## src/rtl/instr_fetch_unit.sv

```systemverilog
// Fetch stage: owns the PC, addresses a combinational instruction memory and
// registers a valid/ready packet for decode. Optional halt via `IFETCH_HALT_EN.
module instr_fetch_unit #(
  parameter logic [31:0] RESET_PC   = 32'h0000_0000,
  parameter int          IMEM_WORDS = 64
) (
  input  logic        clk,
  input  logic        rst_n,
  output logic [31:0] imem_addr,
  input  logic [31:0] imem_instr,
  input  logic        redirect_valid,
  input  logic [31:0] redirect_target,
  input  logic        out_ready,
  output logic        out_valid,
  output logic [31:0] out_pc,
  output logic [31:0] out_instr,
  output logic [31:0] out_pc_plus4,
  output logic        fault,
  output logic [31:0] fault_pc,
  output logic        halted,
  output logic [31:0] fetch_count
);

  typedef enum logic [1:0] {S_BOOT, S_RUN, S_HALT, S_FAULT} state_t;

  localparam logic [31:0] PC_LIMIT = 32'(IMEM_WORDS * 4);

  state_t      state_reg, state_next;
  logic [31:0] pc_reg, pc_next;
  logic        valid_reg, valid_next;
  logic [31:0] opc_reg, opc_next;
  logic [31:0] oinstr_reg, oinstr_next;
  logic [31:0] oplus4_reg, oplus4_next;
  logic [31:0] fault_pc_reg, fault_pc_next;
  logic [31:0] count_reg, count_next;
  logic        handshake;
  logic        load;

  assign handshake = valid_reg && out_ready;
  assign load      = !valid_reg || out_ready;

`ifdef IFETCH_HALT_EN
  logic is_system;
  assign is_system = (imem_instr == 32'h0000_0073) || (imem_instr == 32'h0010_0073);
`endif

  always_comb begin
    state_next    = state_reg;
    pc_next       = pc_reg;
    valid_next    = valid_reg;
    opc_next      = opc_reg;
    oinstr_next   = oinstr_reg;
    oplus4_next   = oplus4_reg;
    fault_pc_next = fault_pc_reg;
    count_next    = count_reg + (handshake ? 32'd1 : 32'd0);

    case (state_reg)
      S_BOOT: begin
        pc_next    = RESET_PC;
        state_next = S_RUN;
      end
      S_RUN: begin
        if (redirect_valid && (redirect_target[1:0] != 2'b00)) begin
          state_next    = S_FAULT;
          fault_pc_next = redirect_target;
          valid_next    = 1'b0;
        end else if (redirect_valid) begin
          // Flush: the in-flight packet is dropped unless it handshakes now.
          pc_next    = redirect_target;
          valid_next = 1'b0;
        end else if (load) begin
          if (pc_reg >= PC_LIMIT) begin
            state_next    = S_FAULT;
            fault_pc_next = pc_reg;
            valid_next    = 1'b0;
          end else begin
            opc_next    = pc_reg;
            oinstr_next = imem_instr;
            oplus4_next = pc_reg + 32'd4;
            valid_next  = 1'b1;
            pc_next     = pc_reg + 32'd4;
`ifdef IFETCH_HALT_EN
            if (is_system) state_next = S_HALT;
`endif
          end
        end
      end
      S_HALT: begin
        // Let the last packet drain, never fetch again.
        if (handshake) valid_next = 1'b0;
      end
      S_FAULT: begin
        valid_next = 1'b0;
      end
      default: begin
        state_next = S_BOOT;
      end
    endcase
  end

  always_ff @(posedge clk or negedge rst_n) begin
    if (!rst_n) begin
      state_reg    <= S_BOOT;
      pc_reg       <= RESET_PC;
      valid_reg    <= 1'b0;
      opc_reg      <= 32'd0;
      oinstr_reg   <= 32'd0;
      oplus4_reg   <= 32'd0;
      fault_pc_reg <= 32'd0;
      count_reg    <= 32'd0;
    end else begin
      state_reg    <= state_next;
      pc_reg       <= pc_next;
      valid_reg    <= valid_next;
      opc_reg      <= opc_next;
      oinstr_reg   <= oinstr_next;
      oplus4_reg   <= oplus4_next;
      fault_pc_reg <= fault_pc_next;
      count_reg    <= count_next;
    end
  end

  assign imem_addr    = pc_reg;
  assign out_valid    = valid_reg;
  assign out_pc       = opc_reg;
  assign out_instr    = oinstr_reg;
  assign out_pc_plus4 = oplus4_reg;
  assign fault        = (state_reg == S_FAULT);
  assign fault_pc     = fault_pc_reg;
  assign fetch_count  = count_reg;

`ifdef IFETCH_HALT_EN
  assign halted = (state_reg == S_HALT);
`else
  assign halted = 1'b0;
`endif

endmodule

```

## config.mk

```make
export PLATFORM = sky130hd
export DESIGN_NAME = instr_fetch_unit
export DESIGN_NICKNAME = d
export VERILOG_FILES = /design/src/rtl/instr_fetch_unit.sv
export SDC_FILE = /design/constraint.sdc
export NUM_CORES = 1
export LEC_CHECK = 0
export CAP_MARGIN = 20
export CORE_ASPECT_RATIO = 1.75
export CORE_UTILIZATION = 45
export CTS_CLUSTER_SIZE = 8
export DETAILED_ROUTE_END_ITERATION = 7
export PLACE_DENSITY = 0.81
export SYNTH_ARGS = -nofsm -noshare
export SYNTH_HDL_FRONTEND = slang
export SYNTH_SLANG_ARGS = --single-unit
```

## constraint.sdc

```tcl
create_clock -name clk -period 3.05 [get_ports clk]
set_clock_uncertainty 0.1 [all_clocks]
set_input_delay 0.7625 -clock clk [delete_from_list [all_inputs] [get_ports clk]]
set_output_delay 0.7625 -clock clk [all_outputs]
set_load 0.1 [all_outputs]
```

=== Yosys cells after proc, flatten, opt, wreduce, memory -nomap -nowiden ===
Index checks and enable logic that the tools add are counted.

* Bits of input ports: 68
* Bits in registers: 195
* Word-level logic and storage cells: 62

* Multiplexer cells: 21
* Magnitude comparators: 1
* Bitwise gates (word level): 3
* Eq/ne operators: 12
* Reduce and logical (&&, ||, !) cells: 15
* Add/sub/neg operators: 2

{| class="wikitable"
|+ Operators with widths
! cell !! count
|-
| 32-bit two-way mux || 8
|-
| 32-bit one-hot mux with 2 select lines || 1
|-
| 32-bit by 1-bit adder with 32-bit output || 1
|-
| 32-bit by 3-bit adder with 32-bit output (second input constant) || 1
|-
| 32-bit by 9-bit greater-or-equal comparator with 1-bit output (second input constant) || 1
|-
| 3-bit != test (second input constant) || 5
|-
| 4-bit AND reduction || 3
|-
| 2-bit two-way mux || 4
|-
| 2-bit nonzero test || 4
|-
| 1-bit two-way mux || 6
|-
| 5-bit AND reduction || 1
|-
| 2-bit equality test (second input constant) || 2
|-
| 2-bit != test (second input constant) || 2
|-
| 4-bit != test (second input constant) || 1
|-
| 2-bit one-hot mux with 2 select lines || 1
|-
| 1-bit NOT || 3
|-
| 1-bit one-hot mux with 3 select lines || 1
|-
| 3-bit AND reduction || 1
|-
| 3-bit nonzero test || 1
|-
| 2-bit by 1-bit equality test with 1-bit output (second input constant) || 1
|-
| 1-bit logical AND || 2
|-
| 2-bit logical NOT || 1
|-
| 2-bit by 1-bit != test with 1-bit output (second input constant) || 1
|-
| 1-bit logical NOT || 1
|-
| 1-bit logical OR || 1
|}

=== Logic depth before layout (Yosys ltp) ===
Gate-level depths: netlist of run 1.

* Depth in word-level cells: 6
* Depth in mapped cells: 8

=== Worst setup path after synthesis of run 1 ===
OpenSTA, ideal clock, no wires.

* Path kind: reg-to-reg
* Start point: register valid_reg, in the netlist out_valid
* End point: register count_reg[25], in the netlist fetch_count[25]
* Required time: 2.791 ns
* Data arrival time: 2.681 ns
* Path buffers: 1
* Stages on the path, launching flop included: 9
* Setup time: 0.159 ns
* Slack: 0.111 ns
* Cell sequence: dfrtp_1 and2_1 ha_1 nand3_1 or4_1 clkbuf_1 nor2_1 nand4_1 xnor2_1

* Cells in the longest elaborated chain, start to end: 3

{| class="wikitable"
|+ RTL lines
! element !! line !! source
|-
| start, declared || 30 || <nowiki>logic valid_reg, valid_next;</nowiki>
|-
| start signal, assigned || 114 || <nowiki>valid_reg <= valid_next;</nowiki>
|-
| 1-bit logical AND || 39 || <nowiki>assign handshake = valid_reg && out_ready;</nowiki>
|-
| 1-bit two-way mux || 55 || <nowiki>count_next = count_reg + (handshake ? 32'd1 : 32'd0);</nowiki>
|-
| 32-bit by 1-bit adder with 32-bit output || 55 ||
|-
| via count_next[25] || 35 || <nowiki>logic [31:0] count_reg, count_next;</nowiki>
|-
| end signal, assigned || 119 || <nowiki>count_reg <= count_next;</nowiki>
|-
| end, declared || 35 ||
|}

The timed path passes the listed nets, and every way through them passes these cells.
A chain may end at the register's enable or synchronous reset.

=== Worst setup path in the final report of run 1 ===
* Start point: register pc_reg[20], in the netlist imem_addr[20]
* End point: register pc_reg[13], in the netlist imem_addr[13]

* Cells in the longest elaborated chain, start to end: 3

{| class="wikitable"
|+ RTL lines
! element !! line !! source
|-
| start, declared || 29 || <nowiki>logic [31:0] pc_reg, pc_next;</nowiki>
|-
| start signal, assigned || 113 || <nowiki>pc_reg <= pc_next;</nowiki>
|-
| 32-bit by 9-bit greater-or-equal comparator with 1-bit output || 72 || <nowiki>if (pc_reg >= PC_LIMIT) begin</nowiki>
|-
| 3-bit != test (no line) || - ||
|-
| 4-bit AND reduction (no line) || - ||
|}

No other way between the ends.

==> results, run 1 <==
- The run finished with clean final reports.
- The peak supply drop is 1.09 mV.
- The worst setup path is of the reg2reg kind.
- In this run the critical register-to-register path is launched from imem_addr[20].
- In this run the vertical extent of the chip is 182 um.
- The met1 routed wirelength after detailed routing is 8.34 mm.
- The number of hold buffers added after CTS was 0.
- The worst path uses 88.6% of the clock period.
- The synthesized design contains 0 enable-type register cells.
- The effective utilization at floorplan is 46.0%.
- The number of library cell types mapped by synthesis is 53.
- The horizontal die dimension is 105 um.
- 0 antenna diodes ended up in the layout.
- In this run the post-CTS setup repair buffer count came out at 0.
- Summed over all nets, the half-perimeter wirelength after detailed placement is 16.2 mm.
- The worst slack at placement is -0.0175 ns.
- The final max-slew violation count is 0.
- Power spread over the standard cell area amounts to 964 mW/mm^2.
- After floorplanning, the core was sized to cover 0.0181 mm^2.
- At the pin with the least slew margin, the transition time is 0.621 ns.
- The global placer's final weighted congestion is 0.815.
- The data arrival time of the critical path is 2.93 ns.
- The worst-case headroom to the max-slew limit is 58.4%.
- In the routed layout, each cell is associated on average with a via count of 5.15.
- The number of primary I/O pins is 263.
- The site row count is 65.
- The total routing resource utilization after global routing is 23.4%.
- The type of element launching the critical path is a flip-flop.
- The mean area per synthesized cell is 11.8 um^2.
- The post-layout net count is 1037.
- The first routing iteration left 330 violations.
- STA classifies the critical path endpoint as a flip-flop.
- Global routing finished with a remaining overflow of 0.
- Derived from the worst setup path, the maximum achievable clock frequency is 370 MHz.
- The amount of wire on met3 after detailed routing is 1.02 mm.
- The synthesized net count is 774.
- The number of vias in the routed layout is 6244.
- Of all flip-flops after synthesis, the portion carrying an async set or reset was 100%.
- The die covers 0.0190 mm^2.
- In the layout the commonest cells are sky130_fd_sc_hd__buf_4, sky130_fd_sc_hd__dfrtp_1, sky130_fd_sc_hd__nand2_1.
- The total clock sinks is 193.
- Across all setup checks in the final design, the least slack found is 0.348 ns.
- The number of instances in the synthesized netlist is 702.
- The via count of the first global-routing pass is 6295.
- For this run, the number of Yosys warnings is 0.
- After clock tree synthesis, the clock-pin slew on the worst setup and hold paths is 0.08 ns.
- In this run the register-to-register setup slack is 0.35 ns.
- The leakage power figure is 0.00557 uW.
- The highest layer used for signal routing is met4.
- The initial antenna violation count is 0.
- Entering global routing, the biggest net connects 69 pins.
- TritonCTS built the clock tree.
- In the routed design, unresolved DRC markers number 0.
- Compared with the post-synthesis result, the final layout area differs by 36.1%.
- Setup repair after global routing left no endpoint under its margin.
- The data required time at the worst endpoint is 3.28 ns.
- The quantity of gates resized following cts is 0.
- Of all nets on the critical path, the largest fanout is 27.
- CTS built an H-tree with a depth of 4.
- The critical path starts at imem_addr[20].
- The number of port buffers is 261.
- The wire length per cell after detailed routing is 18.1 um.
- The share of synthesized area occupied by flip-flops and latches is 58.2%.
- The count of nets left with antenna violations after detail routing is 0.
- Max-cap violations in this run came to 0.
- CTS placed an instance of sky130_fd_sc_hd__clkbuf_16 at the clock tree root.
- The number of hold violations in the final report is 0.
- The number of buffers on the longest clock path is 2.
- The shortest period the worst path allows is 2.70 ns.
- The total design power is 10900 uW.
- The first-pass GRT wire length is 34.3 mm.
- Buffers inserted during clock tree synthesis total 17.
- For this run, the leading register cell type out of synthesis is sky130_fd_sc_hd__dfrtp_1.
- The met2 routed wirelength is 11.9 mm.
- Leaving out fill and tap cells, the most frequent cell in the layout is sky130_fd_sc_hd__buf_4.
- After detailed routing, the total wire length is 21.9 mm.
- For this run, the detailed router's first-pass iteration total came to 4.
- Setup violations remaining at the end of the flow were counted as 0.
- The kind of path behind the tightest hold check is in2async.
- The flip-flop and latch count after synthesis is 193.
- The cell area that synthesis handed to floorplanning was 0.00830 mm^2.
- The clock latency of the later-clocked register in the worst-skew pair is 0.42 ns.
- In the final layout, the share of cells above drive strength 1 is 34.4%.
metrics by stage:
stage / TNS (ns) / util, % / cells / hold slack, ns / area (um^2)
2_1_floorplan: 0 / - / 702 / 0.367 / 8300
6_report: 0 / 62.5 / 1212 / 0.230 / 11300
3_5_place_dp: -0.0289 / 59.3 / 1180 / 0.372 / 10700
4_1_cts: 0 / 62.5 / 1212 / 0.246 / 11300
5_1_grt: 0 / 62.5 / 1212 / 0.266 / 11300
3_3_place_gp: 0 / 59.3 / 1180 / 0.365 / 10700
critical path: stages, from the launching register on:
cell	delay (ns)
sky130_fd_sc_hd__dfrtp_1	0.47
sky130_fd_sc_hd__nor4_2	0.41
sky130_fd_sc_hd__nand2_1	0.25
sky130_fd_sc_hd__o41ai_4	0.70
sky130_fd_sc_hd__nand2_4	0.38
sky130_fd_sc_hd__o21ai_0	0.30
path summary, 6_finish.rpt:
check                                       end  depth (start not counted)
worst min register to register  fetch_count[31]                          1
min in group clk                fetch_count[31]                          1
worst max register to register    imem_addr[13]                          5
worst max-delay path              imem_addr[13]                          5
worst min-delay path             fetch_count[8]                          1
max in group asynchronous         imem_addr[10]                          2
final cells by class:
cell class / count / area (um^2)
Fill cell: 1520 / 6760
Sequential cell: 193 / 4830
Multi-Input combinational cell: 461 / 3210
Timing Repair Buffer: 286 / 2350
Clock buffer: 18 / 439
Tap cell: 234 / 293
Clock inverter: 14 / 145
Inverter: 6 / 22.5
per-layer routing:
metal	vias up	global-route usage [%]
met2	203	43.5
met4	0	9.58
met1	3046	26.1
li1	2962	-
met3	33	4.09
met5	-	0
synth_stat cells (3+ instances only):
master                      instances  area, um^2
sky130_fd_sc_hd__nand2b_1           6        37.5
sky130_fd_sc_hd__nor3_1             9        45.0
sky130_fd_sc_hd__nand4_1           10        62.6
sky130_fd_sc_hd__mux2i_1           30         300
sky130_fd_sc_hd__nor4_2             5        62.6
sky130_fd_sc_hd__o2bb2ai_1          4        35.0
sky130_fd_sc_hd__buf_4              4        30.0
sky130_fd_sc_hd__nand2_1           82         308
sky130_fd_sc_hd__o21ai_0           45         225
sky130_fd_sc_hd__mux2_2            43         484
sky130_fd_sc_hd__nor2b_1           50         313
sky130_fd_sc_hd__a21oi_1           18        90.1
sky130_fd_sc_hd__a21oi_2            5        43.8
sky130_fd_sc_hd__and3_1             5        31.3
sky130_fd_sc_hd__xnor2_1           25         219
sky130_fd_sc_hd__o21ai_2           16         140
sky130_fd_sc_hd__nor2_2             5        31.3
sky130_fd_sc_hd__a22oi_1            6        45.0
sky130_fd_sc_hd__and2_1             5        31.3
sky130_fd_sc_hd__clkbuf_1          24        90.1
sky130_fd_sc_hd__nor2_1            12        45.0
sky130_fd_sc_hd__buf_2              5        25.0
sky130_fd_sc_hd__nor3b_1            7        52.6
sky130_fd_sc_hd__nor4_1             6        37.5
sky130_fd_sc_hd__ha_1               4        50.1
sky130_fd_sc_hd__nand3_1           18        90.1
sky130_fd_sc_hd__and4_1             6        52.6
sky130_fd_sc_hd__dfrtp_1          193        4830
sky130_fd_sc_hd__a32oi_1            4        35.0
sky130_fd_sc_hd__xor2_1            10        87.6
sky130_fd_sc_hd__or4_1              3        22.5
sky130_fd_sc_hd__buf_6              7        78.8
sky130_fd_sc_hd__inv_1              6        22.5
cell families after synthesis:
kind of cell	Yosys count	synth area share [%]
XOR/XNOR	35	3.69
AND/OR/NAND/NOR	238	16.0
flip-flops	193	58.2
other	1	0.0452
buffers and inverters	48	3.21
adder cells (fa/ha/maj)	4	0.603
AO/OA/AOI/OAI	110	8.76
multiplexers	73	9.46
where the power goes:
group / switching [uW] / leakage, uW / internal [uW]
logic: 4130 / 0.00271 / 1070
clock network: 1030 / 0.000272 / 1180
registers: 475 / 0.00258 / 3000
(Power assumes the default switching activity.)
==> run 2: changes to the inputs <==
Settings changed: PLACE_DENSITY 0.81 to 0.88, SLEW_MARGIN set to 25.
==> run 2 against run 1 <==
Net effect: design area about the same; critical endpoint is now fetch_count[29]; worst setup slack gained 0.076 ns; sequential share of layout area about the same; largest power group unchanged.
==> results, run 2 (synthesis gave the netlist of run 1 again) <==
- Result of the run: finished clean (unchanged).
- The number of diodes is 0 (unchanged).
- The final max-slew violation count is 0 (unchanged).
- The clock buffer count from CTS came to 17 (unchanged).
- The power density of the placed cells is 957 mW/mm^2 (was 964 mW/mm^2).
- The total cell area at the placement stage is 0.0107 mm^2 (about the same).
- The critical register-to-register path startpoint is imem_addr[20] (unchanged).
- The average via count per standard cell is 5.29 (was 5.15).
- The length of the first detailed-routing pass in iterations is 4 (unchanged).
- The worst-case headroom to the max-slew limit is 58.5% (was 58.4%).
- The peak supply drop is 1.02 mV (was 1.09 mV).
- RSZ-0062 raised after global routing: false (unchanged).
- The kind of critical path is in2reg (was reg2reg).
- The end of the worst register-to-register path is imem_addr[11] (was imem_addr[13]).
- The number of port buffers is 261 (unchanged).
- The flop-to-flop setup slack came to 0.44 ns (was 0.35 ns).
- The core region area is 0.0181 mm^2 (unchanged).
- The most frequent standard cell in the layout excluding fill and tap cells is sky130_fd_sc_hd__buf_4 (unchanged).
- The total detailed-routing wirelength is 22.0 mm (was 21.9 mm).
- The detailed placement HPWL is 16.2 mm (about the same).
- The max capacitance violation total is 0 (unchanged).
- The height of the chip is 182 um (unchanged).
- The endpoint class of the critical path is a flip-flop (unchanged).
- The type of element launching the critical path is a primary input (was flip-flop).
- The number of buffers inserted by post-CTS setup repair is 0 (unchanged).
- The buffer cell driving the clock tree root is sky130_fd_sc_hd__clkbuf_16 (unchanged).
- The number of buffers on the longest clock path is 2 (unchanged).
- The full die area is 0.0190 mm^2 (unchanged).
- The design area came to 0.0113 mm^2 (about the same).
- The fill cell total of the finished layout was 1458 (was 1520).
- The initial antenna violation count is 0 (unchanged).
- The CTS tree is built (unchanged).
- The number of vias in the routed layout is 6428 (was 6244).
- The total routing resource utilization after global routing is 23.7% (was 23.4%).
- The area taken by flip-flops and latches came to 0.00483 mm^2 (unchanged).
- The largest driver fanout on the critical path is 5 (was 27).
- The leakage power figure was 0.00559 uW (was 0.00557 uW).
- The final core area utilization was 62.6% (was 62.5%).
- The largest net degree at the start of global routing was 97 (was 69).
- The maximum operating frequency is 381 MHz (was 370 MHz).
- The site row count is 65 (unchanged).
- The shortest period the worst path allows is 2.63 ns (was 2.70 ns).
- The number of primary I/O pins is 263 (unchanged).
- The count of unresolved DRC violations after routing came to 0 (unchanged).
- The cts-stage hold buffer count was 0 (unchanged).
- The kind of path behind the tightest hold check is in2async (unchanged).
- The worst-case reg-to-reg path depth is 5 (unchanged).
- The area used by multi-input combinational logic is 0.00321 mm^2 (unchanged).
- The area added between synthesis and finish came to 36.2% (was 36.1%).
- The number of hold violations in the final report came to 0 (unchanged).
- The final cycle utilization of the critical path came to 86.1% (was 88.6%).
- Highest-count cells in the layout ignoring fill and taps: sky130_fd_sc_hd__buf_4, sky130_fd_sc_hd__dfrtp_1, sky130_fd_sc_hd__nand2_1 (unchanged).
- The total design power came to 10800 uW (was 10900 uW).
- The count of nets left with antenna violations after detail routing is 0 (unchanged).
- The total congestion overflow after global routing is 0 (unchanged).
- The maximum level of the CTS H-tree was 4 (unchanged).
- The quantity of gates resized following cts is 0 (unchanged).
- The clock-pin slew on the worst setup and hold paths is 0.07 ns (was 0.08 ns).
- The first-pass GRT wire length is 34.9 mm (was 34.3 mm).
- The data required time at the worst endpoint came to 3.25 ns (was 3.28 ns).
- The clock latency of the later-clocked register in the worst-skew pair was 0.42 ns (about the same).
- The total clock sinks is 193 (unchanged).
- The via count of the first global-routing pass came to 6600 (was 6295).
- The data arrival time of the critical path is 2.83 ns (was 2.93 ns).
- The ratio of cells with drive above 1 in the final layout is 34.6% (was 34.4%).
- The effective utilization at floorplan came to 46.0% (unchanged).
- The transition time of the tightest slew-check pin was 0.622 ns (was 0.621 ns).
- The horizontal die dimension is 105 um (unchanged).
- The starting DRC count in detailed routing came to 306 (was 330).
- The post-layout net count is 1041 (was 1037).
- The global placer's final weighted congestion was 0.821 (was 0.815).
- The wire length per cell after detailed routing is 18.1 um (about the same).
- The number of setup violations in the final report was 0 (unchanged).
[run 2: worst max-delay path: stages]
cell	delay, ns
sky130_fd_sc_hd__clkdlybuf4s50_1	0.50
sky130_fd_sc_hd__and2_1	0.17
sky130_fd_sc_hd__ha_1	0.18
sky130_fd_sc_hd__nand3_1	0.09
sky130_fd_sc_hd__or4_1	0.55
sky130_fd_sc_hd__nor2_1	0.13
sky130_fd_sc_hd__buf_4	0.15
sky130_fd_sc_hd__nand3_1	0.12
sky130_fd_sc_hd__xnor2_1	0.16
[run 2: metrics by stage]
| stage | TNS [ns] | hold slack, ns | setup WS (ns) | instances |
|---|---|---|---|---|
| CTS | 0 | 0.286 | 0.421 | 1216 |
| global placement | 0 | 0.367 | 0.0663 | 1184 |
| floorplan | 0 | 0.367 | 0.111 | 702 |
| finish | 0 | 0.269 | 0.423 | 1216 |
| global route | 0 | 0.300 | 0.255 | 1216 |
| detailed placement | -0.0223 | 0.375 | -0.0223 | 1184 |
[run 2: worst max-delay path by stage]
| stage | start | to | slack [ns] | cells past startpoint |
|---|---|---|---|---|
| 3_5_place_dp | out_ready | fetch_count[25] | -0.02 | 9 |
| 4_1_cts | imem_addr[23] | imem_addr[11] | 0.42 | 5 |
| 2_1_floorplan | out_valid | fetch_count[25] | 0.11 | 8 |
| 6_report | out_ready | fetch_count[29] | 0.42 | 9 |
| 3_3_place_gp | out_ready | fetch_count[25] | 0.07 | 9 |
| 5_1_grt | imem_addr[17] | imem_addr[11] | 0.25 | 5 |
[run 2: metal layers]
layer  part of all wire [%]  GRT usage (%)
met1                     38           26.4
met2                     55           43.7
met3                    5.1           4.16
met4                    2.8           10.2
met5                      0              0
[run 2: cell type report]
type	count	area share, %
Sequential cell	193	42.7
Timing Repair Buffer	290	21.1
Tap cell	234	2.59
Multi-Input combinational cell	461	28.4
Clock inverter	14	1.07
Clock buffer	18	3.89
Inverter	6	0.199
[run 2: power breakdown]
part           internal (uW)  leakage [uW]  switching [uW]
Clock                   1100      0.000272            1020
Combinational           1090       0.00273            4160
Sequential              3000       0.00258             450
Total                   5180       0.00559            5630
